### config.mk
export PLATFORM = sky130hd
export DESIGN_NAME = uart_echo_fifo
export DESIGN_NICKNAME = d
export VERILOG_FILES = /design/src/rtl/uart_echo_fifo.sv
export SDC_FILE = /design/constraint.sdc
export NUM_CORES = 1
export LEC_CHECK = 0
export ABC_AREA = 1
export CAP_MARGIN = 20
export CORE_MARGIN = 4
export CORE_UTILIZATION = 50
export DETAILED_ROUTE_END_ITERATION = 7
export GPL_ROUTABILITY_DRIVEN = 0
export PLACE_DENSITY = 0.76
export SETUP_SLACK_MARGIN = 0.05
export SLEW_MARGIN = 20
export SYNTH_ARGS = -nofsm -noshare
export SYNTH_HDL_FRONTEND = slang
export SYNTH_SLANG_ARGS = --single-unit
### constraint.sdc
create_clock -name clk -period 3.3 [get_ports clk]
set_input_delay 0.33 -clock clk [delete_from_list [all_inputs] [get_ports clk]]
set_output_delay 0.33 -clock clk [all_outputs]
set_load 0.01 [all_outputs]
### src/rtl/uart_echo_fifo.sv
// Buffered UART echo: received words queue in a circular FIFO and are replayed to the
// transmitter via a tx_start/tx_busy handshake, with optional CR->CRLF expansion.
module uart_echo_fifo #(
    parameter int DATA_W      = 8,
    parameter int DEPTH       = 16,
    parameter bit CRLF_EXPAND = 1'b0,
    parameter int DROP_W      = 8
) (
    input  logic                       clk,
    input  logic                       rst,
    input  logic                       enable,
    input  logic                       rx_valid,
    input  logic [DATA_W-1:0]          rx_data,
    input  logic                       tx_busy,
    output logic                       tx_start,
    output logic [DATA_W-1:0]          tx_data,
    output logic [$clog2(DEPTH+1)-1:0] fifo_level,
    output logic                       overflow,
    input  logic                       ovf_clear,
    output logic [DROP_W-1:0]          drop_count
);
    localparam int PTR_W = $clog2(DEPTH);
    localparam int CNT_W = $clog2(DEPTH + 1);
    localparam logic [CNT_W-1:0]  FULL    = CNT_W'(DEPTH);
    localparam logic [DATA_W-1:0] CR_WORD = DATA_W'('h0D);
    localparam logic [DATA_W-1:0] LF_WORD = DATA_W'('h0A);

    typedef enum logic [1:0] {IDLE, START, HOLD, DRAIN} state_e;

    logic [DATA_W-1:0] mem [DEPTH];

    state_e            state_q,      state_d;
    logic [PTR_W-1:0]  wr_ptr_q,     wr_ptr_d;
    logic [PTR_W-1:0]  rd_ptr_q,     rd_ptr_d;
    logic [CNT_W-1:0]  count_q,      count_d;
    logic              tx_start_q,   tx_start_d;
    logic [DATA_W-1:0] tx_data_q,    tx_data_d;
    logic              lf_pending_q, lf_pending_d;
    logic              overflow_q,   overflow_d;
    logic [DROP_W-1:0] drop_q,       drop_d;

    logic push, pop, drop;

    // NOTE: every signal assigned here gets a default at the top so no latch is inferred.
    always_comb begin
        push         = rx_valid && (count_q != FULL);
        drop         = rx_valid && (count_q == FULL);
        pop          = 1'b0;
        state_d      = state_q;
        tx_start_d   = 1'b0;
        tx_data_d    = tx_data_q;
        lf_pending_d = lf_pending_q;

        case (state_q)
            IDLE: begin
                if (enable && (count_q != '0)) begin
                    pop        = 1'b1;
                    tx_data_d  = mem[rd_ptr_q];
                    tx_start_d = 1'b1;
                    state_d    = START;
                end
            end
            START: state_d = HOLD;
            // Guard cycle: the transmitter raises tx_busy by now at the latest.
            HOLD:  state_d = DRAIN;
            DRAIN: begin
                if (!tx_busy) begin
                    if (CRLF_EXPAND && (tx_data_q == CR_WORD) && !lf_pending_q) begin
                        tx_data_d    = LF_WORD;
                        lf_pending_d = 1'b1;
                        tx_start_d   = 1'b1;
                        state_d      = START;
                    end else begin
                        lf_pending_d = 1'b0;
                        state_d      = IDLE;
                    end
                end
            end
            default: state_d = IDLE;
        endcase

        wr_ptr_d = push ? wr_ptr_q + PTR_W'(1) : wr_ptr_q;
        rd_ptr_d = pop  ? rd_ptr_q + PTR_W'(1) : rd_ptr_q;
        count_d  = count_q + CNT_W'(push) - CNT_W'(pop);

        overflow_d = overflow_q;
        drop_d     = drop_q;
        if (ovf_clear) begin
            overflow_d = 1'b0;
            drop_d     = '0;
        end else if (drop) begin
            overflow_d = 1'b1;
            if (drop_q != '1) drop_d = drop_q + DROP_W'(1);
        end
    end

    // NOTE: storage array has no reset; count/pointers alone define which entries are valid.
    always_ff @(posedge clk) begin
        if (push) mem[wr_ptr_q] <= rx_data;
    end

    // NOTE: all state updates are non-blocking so every flop samples pre-edge values.
    always_ff @(posedge clk) begin
        if (rst) begin
            state_q      <= IDLE;
            wr_ptr_q     <= '0;
            rd_ptr_q     <= '0;
            count_q      <= '0;
            tx_start_q   <= 1'b0;
            tx_data_q    <= '0;
            lf_pending_q <= 1'b0;
            overflow_q   <= 1'b0;
            drop_q       <= '0;
        end else begin
            state_q      <= state_d;
            wr_ptr_q     <= wr_ptr_d;
            rd_ptr_q     <= rd_ptr_d;
            count_q      <= count_d;
            tx_start_q   <= tx_start_d;
            tx_data_q    <= tx_data_d;
            lf_pending_q <= lf_pending_d;
            overflow_q   <= overflow_d;
            drop_q       <= drop_d;
        end
    end

    assign tx_start   = tx_start_q;
    assign tx_data    = tx_data_q;
    assign fifo_level = count_q;
    assign overflow   = overflow_q;
    assign drop_count = drop_q;

endmodule

==> results of run 1 <==
-- power breakdown --
group	switching, W	total (W)	leakage, nW	internal (W)
Clock	0.000770	0.00187	0.275	0.00110
Sequential	0.0000835	0.00242	1.43	0.00234
Combinational	0.00104	0.00160	1.67	0.000554
Total	0.00190	0.00589	3.37	0.00400
-- cell usage after synthesis, drive strengths merged --
cell type and instances:
xnor2 4, o21ai 10, edfxtp 128, nand3 93
dfxtp 33, inv 98, nand2 241, clkbuf 2
xor2 5, fa 1, o21bai 1, buf 27
nor2 36, nor3 1, a21oi 16, clkinv 4
o21a 9, nand4 4, a21boi 1, ha 16
-- cell type report --
| type | instances | area (sq um) |
|---|---|---|
| Sequential cell | 161 | 4510 |
| Tap cell | 180 | 225 |
| Timing Repair Buffer | 39 | 383 |
| Multi-Input combinational cell | 438 | 2070 |
| Inverter | 102 | 384 |
| Clock buffer | 17 | 425 |
| Fill cell | 1095 | 5800 |
| Clock inverter | 15 | 145 |
-- kinds of logic (layout without fill, tap and decap cells) --
family          Yosys count  in the layout  synth area share [%]
xor+xnor                  9              9                  1.11
simple gates            375            375                  21.7
compound gates           37             37                  3.14
buf+inv                 131            173                  7.76
flops                   161            161                  63.2
fa+ha+maj                17             17                  3.09
-- per-stage QoR --
step                total power (W)  worst slack, ns  instance area [sq um]  hold WS (ns)
floorplan                   0.00356            0.898                   7130         0.429
global placement            0.00396            0.884                   7570         0.454
detailed placement          0.00405            0.850                   7570         0.473
CTS                         0.00590            0.863                   8140         0.487
global route                0.00620            0.445                   8140         0.497
finish                      0.00589            0.662                   8140         0.482
-- routing by layer --
metal / vias up / GRT usage (%)
li1: 2419 / -
met1: 2345 / 23.9
met2: 173 / 33.2
met3: 39 / 3.85
met4: 0 / 8.39
met5: - / 0
-- path summary, 6_finish.rpt --
path,startpoint,end,slack (ns)
worst max-delay path,rd_ptr_q[1],tx_data[3],0.66
worst min-delay path,overflow,overflow,0.48
worst max register to register,rd_ptr_q[1],tx_data[3],0.66
worst min register to register,overflow,overflow,0.48
-- sequential cells by signal, indices dropped and copies added, names as in the netlist --
name and cells:
drop_count 8, tx_start 1, mem 128, fifo_level 5, state_q 2, tx_data 8, rd_ptr_q 4, overflow 1
wr_ptr_q 4
==> run metrics, run 1 <==
Max Freq 379 MHz; relative slew slack 33.3%; Final HPWL DP 9970 um; Period minus WS final 2.64 ns; IO Count 37; Most Frequent Cell on Critical Path nand3_1; Final Hold Viols 0; Total GRT Usage 19.4%; Met2 Wirelength 7780 um; nets 790; Syn Area/Cell 9.76 sq um; TNS Setup 0 ns; Max-Cap Viols 0; CTS tree done; Iter 0 DRT Violations 562; PostCTS Resize Cnt 0; wire length on met3 893 um; number of stages on the worst setup path 8; Worst-Margin Slew 0.995 ns; Crit. End Element register; Max stage delay on crit path 0.90 ns; global-route wire length before repair 24100 um; CP Cell Sequence buf_4 > clkinv_1 > nand2_1 > nand3_1 > nand3_1 > nand3_1 > nand2_1 > inv_1; delay-heaviest family, CP buffers and inverters; Post-CTS Setup Inserts 0; die extent in x 127 um; Setup-failing EPs final 0; Post-CTS Hold Fix Bufs 0; Die Ht 127 um; share of cells above drive strength 1 4.92%; Final Util 58.4%; First-pass DRT Iterations 5; CP Max Fanout 35; R2R cell count 8; CTS buffer count 17; wl on met1 5950 um; post-DR wirelength/cell 15.9 um; Root Buffer clkbuf_16; latest clock arrival within the worst-skew pair 0.42 ns; Yosys top cell area share 53.9%; initial antenna violation count 0; Post-Layout Cell Count 952; syn_nets 761; worst hold-check path type register to register; CTS H-tree depth 4; number of library cell types mapped by synthesis 27; Sink Count 161; clk buf depth 2; via/cell ratio 5.23; DR DRC count 0; largest net degree at the start of global routing 67; flops & latches, synth 161; VDD IR-drop max 0.419 mV; post-route ant nets 0; static leakage 3.37 nW; clock edge transition at the registers on the reported setup and hold paths 0.06 ns; max-slew violation count 0; Slowest cell on crit path clkinv_1; RSZ-0062 raised after global routing no; die area 16200 sq um; arrival time of the worst setup path 2.96 ns; highest metal used met4; Synth Cell Area 7130 sq um; Site Rows 43; Area Overhead vs Synth 14.2%; Initial Util 51.1%; ranking of synthesized cells by area edfxtp_1, nand2_1, dfxtp_1; vias in the first global route 4770; Final Cycle Share 79.9%; final WL 15100 um; hold path cells 1; sequential element share of the synthesized area 63.2%; yosys warns 0; Critical Path RT 3.62 ns; via count 4976; status completed; most common cell after layout, fill and taps aside nand2_1; n_diodes 0; commonest cells after routing, fill and taps aside nand2_1, edfxtp_1, inv_1; core area 13900 sq um; number of port buffers 36; GR Overflow Total 0; WP buf/inv 3; CP startpoint kind register; PD cells 724 nW/um^2; placed cells 920; clock skew 0.00510 ns; Cells after Synth 730; top cell type by total area after synthesis edfxtp_1; critical path class register to register
Power figures use the tool's default switching activity.
==> run 2: changes to the inputs <==
- PLACE_DENSITY: 0.76 -> 0.79
- clock period: 3.3 -> 2.4 ns (I/O delays scaled with it)
==> run 2 against run 1 <==
Cell count rose by 2.5%. Flip-flop and latch count did not move. Sequential share of layout area fell by 1.7 points. Utilization rose by 1.8 points. Critical path depth rose by 5. Non-clock buffer count rose by 24. Clock-buffer cell count rose by 1. Critical path type unchanged. Critical endpoint is now fifo_level[4].
==> run metrics, run 2 (synthesis gave the netlist of run 1 again) <==
Post-Layout Cell Count 976; share of cells above drive strength 1 9.42%; max-slew violation count 0; Period minus WS final 2.26 ns; die area 16200 sq um; nets 814; clock edge transition at the registers on the reported setup and hold paths 0.06 ns; vias in the first global route 4786; DP Worst Slack 0.0984 ns; CTS tree done; Iter 0 DRT Violations 374; critical path class register to register; largest net degree at the start of global routing 67; static leakage 3.50 nW; TNS Setup 0 ns; Initial Util 51.1%; final WL 15100 um; number of port buffers 36; storage element area 4510 sq um; worst hold-check path type register to register; clk buf depth 2; Max stage delay on crit path 0.38 ns; Post-CTS Hold Fix Bufs 0; Critical Path RT 2.70 ns; initial antenna violation count 0; Multi-input gate area 2110 sq um; IO Count 37; commonest cells after routing, fill and taps aside nand2_1, edfxtp_1, inv_1; Sink Count 161; worst setup margin 0.136 ns; Hold Worst Slack 0.474 ns; CTS buffer count 17; delay-heaviest family, CP adder cells; latest clock arrival within the worst-skew pair 0.42 ns; Final Cycle Share 94.3%; Die Ht 127 um; Final Hold Viols 0; n_diodes 0; PD cells 993 nW/um^2; Area Overhead vs Synth 17.8%; First-pass DRT Iterations 5; CTS H-tree depth 4; CP Cell Sequence inv_1 > ha_2 > nand4_1 > nand3_2 > inv_2 > ha_4 > inv_2 > ha_4 > fa_2 > a21oi_2 > o21bai_1 > o21ai_1 > a21oi_1; Largest register FFs 128; WP buf/inv 3; GR Overflow Total 0; global-route wire length before repair 24400 um; Slowest cell on crit path fa_2; placed cells 942; via count 5035; clock skew 0.00580 ns; Total GRT Usage 19.6%; die extent in x 127 um; core area 13900 sq um; Setup-failing EPs final 0; Final HPWL DP 9500 um; CP startpoint kind register; post-route ant nets 0; VDD IR-drop max 0.577 mV; status completed; Max Freq 442 MHz; DR DRC count 0; most common cell after layout, fill and taps aside nand2_1; relative slew slack 52.1%; Crit. End Element register; Fill cells 1044; Most flops, register mem; via/cell ratio 5.16; Site Rows 43; Root Buffer clkbuf_16; arrival time of the worst setup path 2.57 ns; Worst-Margin Slew 0.717 ns; CP Max Fanout 3; post-DR wirelength/cell 15.5 um; total power after layout 0.00834 W; Max-Cap Viols 0
==> run 2: changes by cell type in the layout (fill, tap and decap cells not counted), moves of 3 or more <==
cell      before  now
clkinv_4       5    2
inv_6          0    5
clkinv_1       8    4
clkinv_2       4    1
ha_1          16   13
inv_2          1    5
buf_4          3   25
==> run 2: area by class of cell <==
| type | instances | share of cell area, % |
|---|---|---|
| Clock inverter | 14 | 1.86 |
| Timing Repair Buffer | 63 | 7.00 |
| Multi-Input combinational cell | 438 | 25.1 |
| Clock buffer | 18 | 5.11 |
| Sequential cell | 161 | 53.7 |
| Inverter | 102 | 4.56 |
| Tap cell | 180 | 2.68 |
==> run 2: what timing repair did <==
item	CTS	global route
gates resized for setup	0	11
endpoints found under the setup margin	0	1
setup buffers	0	2
==> run 2: per-stage QoR <==
stage,util [%],area (sq um)
after detailed placement,55.7,7760
after global placement,55.7,7760
final,60.2,8400
after CTS,59.9,8340
after global routing,60.2,8400
after floorplan,-,7130
==> run 2: routing by layer <==
metal | vias to the layer above | global-route usage, % | wire [um]
li1 | 2470 | - | -
met1 | 2341 | 24.7 | 6010
met2 | 194 | 33.0 | 7680
met3 | 30 | 3.80 | 984
met4 | 0 | 8.33 | 431
met5 | - | 0 | 0
==> run 2: final timing paths <==
| path | startpoint | end | slack [ns] | cells after the start |
|---|---|---|---|---|
| hold / removal | overflow | overflow | 0.47 | 1 |
| setup / recovery | fifo_level[2] | fifo_level[4] | 0.14 | 13 |
| setup reg to reg | fifo_level[2] | fifo_level[4] | 0.14 | 13 |
| hold reg to reg | overflow | overflow | 0.47 | 1 |
==> run 2: where the power goes <==
part | leakage, nW | internal, W | switching (W)
Combinational | 1.80 | 0.000887 | 0.00148
Sequential | 1.43 | 0.00322 | 0.000116
Clock | 0.274 | 0.00155 | 0.00109
